`config.mk`:
```
export PLATFORM = sky130hd
export DESIGN_NAME = mul_div_unit
export DESIGN_NICKNAME = d
export VERILOG_FILES = /design/src/rtl/alu_pkg.sv /design/src/rtl/twos_neg.sv /design/src/rtl/mul_div_unit.sv
export SDC_FILE = /design/constraint.sdc
export NUM_CORES = 1
export LEC_CHECK = 0
export BUFFER_PORTS_ARGS = -buffer_cell sky130_fd_sc_hd__buf_2
export CORE_MARGIN = 2
export CORE_UTILIZATION = 45
export CTS_CLUSTER_SIZE = 28
export DETAILED_ROUTE_END_ITERATION = 10
export PLACE_DENSITY_LB_ADDON = 0.12
export SYNTH_ARGS = -nofsm -noshare
export SYNTH_HDL_FRONTEND = slang
export SYNTH_SLANG_ARGS = --single-unit
export TNS_END_PERCENT = 50
```
`constraint.sdc`:
```
create_clock -name clk -period 7.22 [get_ports clk]
set_clock_uncertainty 0.05 [all_clocks]
set_input_delay 0.361 -clock clk [delete_from_list [all_inputs] [get_ports clk]]
set_output_delay 0.361 -clock clk [all_outputs]
set_load 0.1 [all_outputs]
```
`src/rtl/alu_pkg.sv`:
```
// alu_pkg: constants shared by the ALU, the control unit and mul_div_unit.
//   MD_MUL / MD_DIV : mul_div_unit op select values
//   md_state_e      : mul_div_unit sequencer states
//   OP_MUL / OP_DIV : ALU op numbers whose results come from mul_div_unit
package alu_pkg;

  localparam logic MD_MUL = 1'b0;
  localparam logic MD_DIV = 1'b1;

  typedef enum logic [1:0] {
    MD_IDLE = 2'd0,
    MD_RUN  = 2'd1,
    MD_FIX  = 2'd2,
    MD_DONE = 2'd3
  } md_state_e;

  localparam int OP_MUL = 6;
  localparam int OP_DIV = 7;

endpackage

```
`src/rtl/twos_neg.sv`:
```
// twos_neg: combinational two's-complement conditional negate.
//   value  : input word
//   neg_en : 1 -> result = -value, 0 -> result = value
//   result : output word (same width; -2^(WIDTH-1) maps to itself, which is
//            the correct unsigned magnitude 2^(WIDTH-1))
// Feeding neg_en with the sign bit of value gives |value|.
module twos_neg #(
  parameter int WIDTH = 8
) (
  input  logic [WIDTH-1:0] value,
  input  logic             neg_en,
  output logic [WIDTH-1:0] result
);

  always_comb begin
    result = neg_en ? (~value + WIDTH'(1)) : value;
  end

endmodule

```
`src/rtl/mul_div_unit.sv`:
```
// mul_div_unit: iterative signed multiply / divide, one bit per cycle.
//   clk, reset  : clock, synchronous active-high reset
//   start, op   : request pulse (sampled in IDLE only), 0 = multiply, 1 = divide
//   a, b        : two's-complement operands (multiplicand/dividend, multiplier/divisor)
//   busy        : high in RUN and FIX
//   done        : one-cycle pulse, hi/lo/div_by_zero valid in that cycle
//   hi, lo      : product upper/lower half, or remainder/quotient
//   div_by_zero : set with done for a divide with b == 0
// Multiply uses radix-2 Booth on a WIDTH+1 bit accumulator; divide runs a
// restoring divide on operand magnitudes followed by a sign fix-up.
module mul_div_unit
  import alu_pkg::*;
#(
  parameter int WIDTH = 8,
  parameter int CNT_W = $clog2(WIDTH + 1)
) (
  input  logic             clk,
  input  logic             reset,
  input  logic             start,
  input  logic             op,
  input  logic [WIDTH-1:0] a,
  input  logic [WIDTH-1:0] b,
  output logic             busy,
  output logic             done,
  output logic [WIDTH-1:0] hi,
  output logic [WIDTH-1:0] lo,
  output logic             div_by_zero
);

  md_state_e         state_q, state_d;
  logic [CNT_W-1:0]  cnt_q, cnt_d;
  logic              op_q, op_d;
  logic [WIDTH-1:0]  a_q, a_d;
  // Multiply: sign-extended multiplicand. Divide: zero-extended divisor magnitude.
  logic [WIDTH:0]    mcand_q, mcand_d;
  // Multiply: Booth accumulator. Divide: partial remainder.
  logic [WIDTH:0]    acc_q, acc_d;
  // Multiply: multiplier / low product. Divide: dividend shifting into quotient.
  logic [WIDTH-1:0]  quo_q, quo_d;
  logic              qm1_q, qm1_d;
  logic              qsign_q, qsign_d;
  logic              rsign_q, rsign_d;
  logic              bzero_q, bzero_d;
  logic              busy_q, busy_d;
  logic              done_q, done_d;
  logic [WIDTH-1:0]  hi_q, hi_d;
  logic [WIDTH-1:0]  lo_q, lo_d;
  logic              dbz_q, dbz_d;

  logic [WIDTH-1:0]  a_mag, b_mag, quo_fix, rem_fix;
  logic [WIDTH:0]    booth_sum;
  logic [WIDTH:0]    div_shift, div_diff;

  twos_neg #(.WIDTH(WIDTH)) u_abs_a (.value(a), .neg_en(a[WIDTH-1]), .result(a_mag));
  twos_neg #(.WIDTH(WIDTH)) u_abs_b (.value(b), .neg_en(b[WIDTH-1]), .result(b_mag));
  twos_neg #(.WIDTH(WIDTH)) u_fix_q (.value(quo_q), .neg_en(qsign_q), .result(quo_fix));
  twos_neg #(.WIDTH(WIDTH)) u_fix_r (.value(acc_q[WIDTH-1:0]), .neg_en(rsign_q), .result(rem_fix));

  // Booth add/subtract before the arithmetic shift.
  always_comb begin
    unique case ({quo_q[0], qm1_q})
      2'b01:   booth_sum = acc_q + mcand_q;
      2'b10:   booth_sum = acc_q - mcand_q;
      default: booth_sum = acc_q;
    endcase
  end

  // Partial remainder stays below the divisor magnitude (<= 2^(WIDTH-1)), so
  // the shifted value fits in WIDTH bits and bit WIDTH of the difference is
  // a clean borrow flag.
  always_comb begin
    div_shift = {acc_q[WIDTH-1:0], quo_q[WIDTH-1]};
    div_diff  = div_shift - mcand_q;
  end

  always_comb begin
    state_d = state_q;
    cnt_d   = cnt_q;
    op_d    = op_q;
    a_d     = a_q;
    mcand_d = mcand_q;
    acc_d   = acc_q;
    quo_d   = quo_q;
    qm1_d   = qm1_q;
    qsign_d = qsign_q;
    rsign_d = rsign_q;
    bzero_d = bzero_q;
    busy_d  = busy_q;
    done_d  = 1'b0;
    hi_d    = hi_q;
    lo_d    = lo_q;
    dbz_d   = dbz_q;

    unique case (state_q)
      MD_IDLE: begin
        if (start) begin
          op_d    = op;
          a_d     = a;
          cnt_d   = CNT_W'(WIDTH);
          acc_d   = '0;
          qm1_d   = 1'b0;
          bzero_d = (b == '0);
          busy_d  = 1'b1;
          state_d = MD_RUN;
          if (op == MD_DIV) begin
            quo_d   = a_mag;
            mcand_d = {1'b0, b_mag};
            qsign_d = a[WIDTH-1] ^ b[WIDTH-1];
            rsign_d = a[WIDTH-1];
          end else begin
            quo_d   = b;
            mcand_d = {a[WIDTH-1], a};
            qsign_d = 1'b0;
            rsign_d = 1'b0;
          end
        end
      end

      MD_RUN: begin
        cnt_d = cnt_q - CNT_W'(1);
        if (cnt_q == CNT_W'(1)) begin
          state_d = MD_FIX;
        end
        if (op_q == MD_DIV) begin
          if (div_diff[WIDTH]) begin
            acc_d = div_shift;
            quo_d = {quo_q[WIDTH-2:0], 1'b0};
          end else begin
            acc_d = div_diff;
            quo_d = {quo_q[WIDTH-2:0], 1'b1};
          end
        end else begin
          acc_d = {booth_sum[WIDTH], booth_sum[WIDTH:1]};
          quo_d = {booth_sum[0], quo_q[WIDTH-1:1]};
          qm1_d = quo_q[0];
        end
      end

      MD_FIX: begin
        busy_d  = 1'b0;
        done_d  = 1'b1;
        state_d = MD_DONE;
        if (op_q == MD_DIV) begin
          if (bzero_q) begin
            lo_d  = '1;
            hi_d  = a_q;
            dbz_d = 1'b1;
          end else begin
            lo_d  = quo_fix;
            hi_d  = rem_fix;
            dbz_d = 1'b0;
          end
        end else begin
          // After WIDTH Booth steps the product sits in {acc, quo}.
          lo_d  = quo_q;
          hi_d  = acc_q[WIDTH-1:0];
          dbz_d = 1'b0;
        end
      end

      default: begin
        state_d = MD_IDLE;
      end
    endcase
  end

  always_ff @(posedge clk) begin
    if (reset) begin
      state_q <= MD_IDLE;
      cnt_q   <= '0;
      op_q    <= MD_MUL;
      a_q     <= '0;
      mcand_q <= '0;
      acc_q   <= '0;
      quo_q   <= '0;
      qm1_q   <= 1'b0;
      qsign_q <= 1'b0;
      rsign_q <= 1'b0;
      bzero_q <= 1'b0;
      busy_q  <= 1'b0;
      done_q  <= 1'b0;
      hi_q    <= '0;
      lo_q    <= '0;
      dbz_q   <= 1'b0;
    end else begin
      state_q <= state_d;
      cnt_q   <= cnt_d;
      op_q    <= op_d;
      a_q     <= a_d;
      mcand_q <= mcand_d;
      acc_q   <= acc_d;
      quo_q   <= quo_d;
      qm1_q   <= qm1_d;
      qsign_q <= qsign_d;
      rsign_q <= rsign_d;
      bzero_q <= bzero_d;
      busy_q  <= busy_d;
      done_q  <= done_d;
      hi_q    <= hi_d;
      lo_q    <= lo_d;
      dbz_q   <= dbz_d;
    end
  end

  assign busy        = busy_q;
  assign done        = done_q;
  assign hi          = hi_q;
  assign lo          = lo_q;
  assign div_by_zero = dbz_q;

endmodule

```
==> results.yml <==
clock_tree:
  postCtsSetupRepairBufs: 0
  cts_resized: 0
  root_buffer: "clkbuf_8"
  tritoncts.num_buffers: 9
  htreeDepth: 3
  clock_latency_ps: 340
  cts_max_path_buffers: 2
  ctsHoldBuffers: 0
  clk_pin_slew_ps: 80
  cts_sinks: 64
  cts_tree: "yes"
min_path:
  hold_path_depth: 3
  hold_start: "a[0]"
  worstHoldEndpoint: "a_q[0]"
  min_path_type: "primary input to flop"
sta:
  rsz0062_at_grt: "no"
  fin_tns_setup_ps: 0
  layout_min_cycle_time_ps: 3000
  hold_ws_ps: 271
  min_period_over_period_pct: 41.5
  relSlewSlack_pct: 28.1
  tightest_slew_ps: 1080
  max_freq_mhz: 334
  setup_viol: 0
  finalHoldViolations: 0
  slew_viol_final: 0
power:
  sw_frac_of_total_pct: 49.0
  p_seq_share_pct: 26.0
  p_leak_uw: 0.00191
  ir_drop_mv: 0.193
  internal_power_uw: 1060
  clkPwrFrac_pct: 14.6
  powerDensity_mw_per_mm2: 433
  p_switching_uw: 1010
  p_comb_share_pct: 59.5
floorplanning:
  pin_count: 39
  die_h_um: 102
  start_util_pct: 46.8
  rows: 35
  die_w_um: 102
  die_area_mm2: 0.0105
  coreArea_mm2: 0.00928
yosys:
  syn-num-nets: 618
  synth_flop_cell: "dfxtp_1"
  synthXorXnorAreaFrac_pct: 8.29
  synthMuxAreaShare_pct: 6.48
  syn_avg_cell_area_um2: 7.63
  synth_common_cells: "nor2_1, dfxtp_1, nand2_1, a21oi_1, inv_1"
  ys_types: 48
  synth_fa_ha_area_share_pct: 8.70
  synth_top_area_share_pct: 29.5
  synth_compound_area_share_pct: 22.6
  synth_top_family_by_area: "compound AO/OA/AOI/OAI gates"
  synth_edf_count: 0
  synth_top_area_cell: "dfxtp_1"
  synth_area_leaders: "dfxtp_1, ha_1, a21oi_1"
  yosys_warnings: 0
  syn_inst: 569
  ys_seq_elements: 64
  yosysMostFrequentCell: "nor2_1"
  ys_seq_area_share_pct: 29.5
  async_flop_share_pct: 0
  yosys.area_share.simple_pct: 18.9
  syn_area_mm2: 0.00434
worst_setup_path:
  r2r_slack_ps: 4220
  crit_path_end_kind: "flop"
  rr_worst_depth: 10
  r2r-end: "acc_q[7]"
  crit_type: "flop to flop"
  required_ps: 7380
  crit_fanout: 8
  arrival_ps: 3160
  worstSetupStartpointType: "flop"
  worstReg2RegStart: "quo_q[0]"
  critPathLaunch: "quo_q[0]"
routing:
  ant_nets: 0
  drc: 0
  wl_mm: 11.5
  vias: 4017
  viasPerCell: 5.56
  first_pass_iters: 4
  drtIter0Drc: 190
  routedWlPerCell_um: 15.9
grt:
  grt_first_pass_wirelength_mm: 18.8
  grt_antenna_before_repair: 0
  grt.total_usage_pct: 22.9
  grt_pass1_vias: 3762
  grt_max_degree: 59
  grt-ovfl-total: 0
place:
  io_buffer_count: 38
  place_inst: 707
  routabilityCongestion: 0.858
  dpl_cell_area_mm2: 0.00459
  place_hpwl_mm: 8.49
finish:
  layout-drive-gt1-share_pct: 10.1
  nets: 638
  final_cells: 723
  n_fill_cell: 973
  num_antenna_cells: 0
  syn2layout_area_growth_pct: 9.99
  final_area_mm2: 0.00478
status:
  run_status: "finished clean"
job:
  maxCapViolations: 0
## worst max path at each step
| stage | endpoint | cells past startpoint |
|---|---|---|
| global route | acc_q[7] | 10 |
| detailed placement | acc_q[7] | 10 |
| finish | acc_q[7] | 10 |
| global placement | acc_q[8] | 10 |
| floorplan | acc_q[8] | 11 |
| CTS | acc_q[7] | 10 |
## layout by cell type (no fill, tap or decap), drive strengths merged, types with 5 or more instances in the layout
| master | netlist | final |
|---|---|---|
| mux2i | 27 | 27 |
| nor2b | 8 | 8 |
| ha | 27 | 27 |
| nand3 | 10 | 10 |
| a22oi | 7 | 7 |
| xor2 | 17 | 17 |
| buf | 2 | 39 |
| o31ai | 10 | 10 |
| a211oi | 12 | 12 |
| clkbuf | 28 | 10 |
| o21ai | 24 | 24 |
| nor3 | 11 | 11 |
| xnor2 | 22 | 22 |
| nor2 | 77 | 77 |
| inv | 34 | 34 |
| o211ai | 7 | 7 |
| nand2 | 63 | 63 |
| a31oi | 5 | 5 |
| a21oi | 60 | 60 |
| dfxtp | 64 | 64 |
| o22ai | 8 | 8 |
## state kept, by name, summed over array words and instances, names as in the netlist
| register | flops |
|---|---|
| hi | 8 |
| cnt_q | 4 |
| done | 1 |
| a_q | 8 |
| mcand_q | 9 |
| state_q | 2 |
| qsign_q | 1 |
| rsign_q | 1 |
| busy | 1 |
| lo | 8 |
| div_by_zero | 1 |
| quo_q | 8 |
| op_q | 1 |
| bzero_q | 1 |
| acc_q | 9 |
| qm1_q | 1 |
## layer usage
metal | track usage, % | wire length (um) | part of all wire, % | vias to the layer above
met5 | 0 | 0 | 0 | -
met2 | 36.8 | 5270 | 46 | 85
met1 | 30.8 | 5570 | 49 | 1874
li1 | - | - | - | 2042
met3 | 4.51 | 460 | 4.0 | 16
met4 | 7.90 | 174 | 1.5 | 0
## through the flow
step	setup slack, ps	power [uW]	utilization [%]
final	4220	2070	51.5
after global routing	4010	2240	51.5
after CTS	4230	2080	51.5
after detailed placement	4240	1770	49.4
after global placement	4320	1750	49.4
after floorplan	4420	1520	-
## critical path: stages (launching register included)
cell and delay, ps:
dfxtp_1 420, ha_1 360, mux2i_1 180, fa_1 460
a21o_1 200, a41oi_1 250, a31oi_1 120, or3_1 370
a21oi_2 160, xnor2_1 160, o221ai_1 140
## final cells by class
class | count | area, um^2 | share of cell area (%)
Clock buffer | 10 | 128 | 2.67
Clock inverter | 6 | 60.1 | 1.26
Inverter | 34 | 128 | 2.67
Multi-Input combinational cell | 441 | 2820 | 59.1
Sequential cell | 64 | 1280 | 26.8
Tap cell | 129 | 161 | 3.38
Timing Repair Buffer | 39 | 198 | 4.14
## power by group through the flow
stage,Combinational [uW],Clock [uW],Sequential (uW)
6_report,1230,302,537
4_1_cts,1230,310,536
3_3_place_gp,1210,0,541
5_1_grt,1370,324,549
2_1_floorplan,851,0,670
3_5_place_dp,1230,0,544
## cell families after synthesis
family          Yosys count
flops                    64
mux                      28
buf+inv                  64
compound gates          157
xor+xnor                 39
fa+ha+maj                29
simple gates            188
Note: power is estimated with default switching activity, not from simulation.
